**src/rtl/pipe_reg_chain.sv**
```systemverilog
// Elastic pipeline register: DEPTH stages of WIDTH bits with a valid bit per stage, bubble collapsing and synchronous flush.
// Optional registered occupancy port is enabled by defining PIPE_REG_OCC_EN.
module pipe_reg_chain #(
  parameter int WIDTH = 64,
  parameter int DEPTH = 2
) (
  input  logic             clk,
  input  logic             reset,
  input  logic             flush,
  // Handshake: a word moves across a port on a rising edge only when valid and ready are both high
  // in the preceding cycle; valid must not depend on ready, and ready here never depends on in_valid/in_data.
  input  logic             in_valid,
  output logic             in_ready,
  input  logic [WIDTH-1:0] in_data,
  output logic             out_valid,
  input  logic             out_ready,
  output logic [WIDTH-1:0] out_data
`ifdef PIPE_REG_OCC_EN
  ,
  output logic [$clog2(DEPTH+1)-1:0] occupancy
`endif
);

  logic [DEPTH-1:0] v;
  logic [DEPTH-1:0] v_nxt;
  logic [DEPTH-1:0] adv;
  logic [DEPTH-1:0] src_v;
  logic [WIDTH-1:0] d     [DEPTH];
  logic [WIDTH-1:0] src_d [DEPTH];

  // A stage may load when it is empty or the stage in front of it is moving on.
  always_comb begin
    adv = '0;
    adv[DEPTH-1] = !v[DEPTH-1] | out_ready;
    for (int i = DEPTH - 2; i >= 0; i--) begin
      adv[i] = !v[i] | adv[i+1];
    end
  end

  always_comb begin
    src_v    = '0;
    src_v[0] = in_valid & !flush;
    src_d[0] = in_data;
    for (int i = 1; i < DEPTH; i++) begin
      src_v[i] = v[i-1];
      src_d[i] = d[i-1];
    end
    v_nxt = '0;
    for (int i = 0; i < DEPTH; i++) begin
      v_nxt[i] = flush ? 1'b0 : (adv[i] ? src_v[i] : v[i]);
    end
  end

  assign in_ready  = adv[0] & !flush;
  assign out_valid = v[DEPTH-1];
  assign out_data  = d[DEPTH-1];

  // Flush only clears valid bits; payload registers keep their contents.
  always_ff @(posedge clk) begin
    if (reset) begin
      v <= '0;
      for (int i = 0; i < DEPTH; i++) begin
        d[i] <= '0;
      end
    end else begin
      v <= v_nxt;
      for (int i = 0; i < DEPTH; i++) begin
        if (adv[i] && !flush) begin
          d[i] <= src_d[i];
        end
      end
    end
  end

`ifdef PIPE_REG_OCC_EN
  localparam int OW = $clog2(DEPTH + 1);

  logic [OW-1:0] occ;
  logic [OW-1:0] occ_nxt;

  always_comb begin
    occ_nxt = '0;
    for (int i = 0; i < DEPTH; i++) begin
      if (v_nxt[i]) begin
        occ_nxt = occ_nxt + OW'(1);
      end
    end
  end

  always_ff @(posedge clk) begin
    if (reset) begin
      occ <= '0;
    end else begin
      occ <= occ_nxt;
    end
  end

  assign occupancy = occ;
`endif

endmodule

```
**config.mk**
```make
export PLATFORM = sky130hd
export DESIGN_NAME = pipe_reg_chain
export DESIGN_NICKNAME = d
export VERILOG_FILES = /design/src/rtl/pipe_reg_chain.sv
export SDC_FILE = /design/constraint.sdc
export NUM_CORES = 1
export LEC_CHECK = 0
export CAP_MARGIN = 30
export CELL_PAD_IN_SITES_DETAIL_PLACEMENT = 1
export CELL_PAD_IN_SITES_GLOBAL_PLACEMENT = 2
export CORE_ASPECT_RATIO = 1.75
export CORE_MARGIN = 4
export CORE_UTILIZATION = 39
export CTS_CLUSTER_SIZE = 28
export DETAILED_ROUTE_END_ITERATION = 8
export MAX_ROUTING_LAYER = met4
export PLACE_DENSITY_LB_ADDON = 0.1
export SYNTH_ARGS = -nofsm -noshare
export SYNTH_HDL_FRONTEND = slang
export SYNTH_SLANG_ARGS = --single-unit
export TNS_END_PERCENT = 5
```
**constraint.sdc**
```tcl
create_clock -name clk -period 10.14 [get_ports clk]
set_input_delay 3.042 -clock clk [delete_from_list [all_inputs] [get_ports clk]]
set_output_delay 3.042 -clock clk [all_outputs]
set_load 0.1 [all_outputs]
```
==> flow_summary.ini <==
[yosys]
synthTopCellsByArea = edfxtp_1, nor3b_2, buf_4, buf_6, nor3b_1
synthesis.area_mm2 = 0.00616
synth_warnings = 0
syn_avg_cell_area_um2 = 17.1
synth_top_area_frac = 0.624
syn_nets = 429
synth_cells = 360
yosysUniqueCellTypes = 15
yosys.area.top_type = edfxtp_1
synth-seq-cells = 130
ys_seq_area_frac = 0.631

[grt]
grt.total_usage = 0.139
grt_max_degree = 65
grt_antenna_before_repair = 1
first_global_vias = 3335
grt_pass1_wl_um = 18100
gr-total-overflow = 0

[clocking]
clk_path_buf_depth = 2
root_buffer = clkbuf_16
cts_setup_buffers = 0
htreeDepth = 4
clock-sinks = 130
postCtsHoldBufs = 0
ctsResizeCount = 0
cts_tree = yes
numCtsBuffers = 17
worstSkewPairLatency_ps = 410
clk_pin_slew_worst_paths_ps = 60

[die]
fp.dieH_um = 174
dieArea_mm2 = 0.0179
core-area_mm2 = 0.0155
rows = 60
die_w_um = 103
ios = 135
start_util = 0.398

[timing]
max-slew-margin-rel = 0.321
max_freq_mhz = 125
whs_ps = 514
hold_viol_final = 0
fin_ws_ps = 2130
skew_ps = 7.06
rsz0062_at_grt = no
setup_violations = 0
totalNegativeSetupSlack_ps = 0
worst_slew_pin_slew_ps = 1020
post-route-min-period_ps = 8010
drv_slew = 0
min_period_over_period = 0.790

[setup_path]
cp_top_family = buffers and inverters
crit_slowest_cell = clkdlybuf4s50_1
required_ps = 7100
crit_path_cell_trace = clkdlybuf4s50_1 -> and3b_4 -> nor2_1 -> clkdlybuf4s50_1
path_buf_inv = 2
crit_start = out_ready
crit_top_cell = clkdlybuf4s50_1
startpoint_type = primary input
cpPeakStageDelay_ps = 1140
endpoint_kind = output pin
worstPathMaxFanout = 2
arrival_ps = 4970
critical_path_class = primary input to output pin
r2r-start = v[1]$_SDFFE_PP0P_

[routing]
routed_wl_um = 11400
final_antenna_net_count = 0
num_vias = 2960
drc = 0
drt-pass1-iter-count = 6
drt_iter0_drc = 107
via_per_inst = 4.74
wl_per_cell_um = 18.2

[job]
maxCapViolations = 0

[placed_design]
gp_congestion = 0.677
portBuffers = 134
post-place-ws_ps = 2140
dp_hpwl_um = 7010

[outcome]
status = finished clean

[hold_path]
hp-class = flip-flop to flip-flop
min_from = v[0]$_SDFFE_PP0N_

[cells_and_area]
nNetsFinal = 495
layout-area-overhead-vs-synth_pct = 25.7
drive_above_1_share = 0.324

[power]
leakage_nw = 2.65
p_per_area_mw_per_mm2 = 201
ir_drop_uv = 112
where the power goes:
part           switching [W]  total [W]  internal (W)
combinational       0.000172   0.000247     0.0000745
clock               0.000228   0.000663      0.000436
sequential        0.00000983   0.000644      0.000634
layout make-up:
cell class              count  area (um^2)
flip-flops and latches    130         3880
repair buffers            141         1430
diodes                      1         2.50
clock inverters            13          209
well taps                 186          233
multi-input cells         136         1550
clock buffers              18          429
fillers                  1471         7720
worst reg2reg max path, stage by stage, from the launching register on:
cell     delay [ps]
dfxtp_1         360
and3b_4         210
buf_4           680
buf_4           520
buf_16          320
nor3b_2         120
worst paths after layout:
check                                end  slack, ps  cells after the start
hold reg to reg        v[1]$_SDFFE_PP0P_        510                      1
setup reg to reg  d[0][37]$_SDFFCE_PN0P_       7670                      5
hold / removal         v[1]$_SDFFE_PP0P_        510                      1
setup / recovery                in_ready       2130                      4
cell families after synthesis:
logic type / synth area share
DFF: 0.631
AOI/OAI and AO/OA: 0.00569
buffers and inverters: 0.122
and+or+nand+nor: 0.241
routing by layer:
layer,up-vias,track usage,part of all wire
li1,1397,-,-
met1,1470,0.152,0.38
met2,85,0.230,0.55
met3,8,0.0470,0.064
met4,0,0.0562,0.013
met5,-,-,0
sequential cells by signal (all words and copies together) (netlist names):
register,count
d,128
v,2
cells in the mapped netlist, drive strengths merged:
library cell and instances:
and3b 1, buf 91, clkbuf 3, dfxtp 2, edfxtp 128, nor2 1
nor2b 1, nor3b 128, o21ba 2, o21bai 2, or2 1
per-stage QoR:
stage	total power, W	area [um^2]	utilization	std cells
2_1_floorplan	0.000858	6160	-	360
3_3_place_gp	0.000900	7050	0.456	591
3_5_place_dp	0.000905	7100	0.459	593
4_1_cts	0.00157	7740	0.500	624
5_1_grt	0.00161	7740	0.501	625
6_report	0.00155	7740	0.501	625
cell usage in the layout, fill, tap and decap left out, types with 5 or more instances in the layout:
cell type / n
clkdlybuf4s50_1: 134
clkbuf_16: 17
buf_4: 5
edfxtp_1: 128
nor3b_2: 100
bufinv_16: 5
nor3b_1: 28
(Power assumes the default switching activity.)
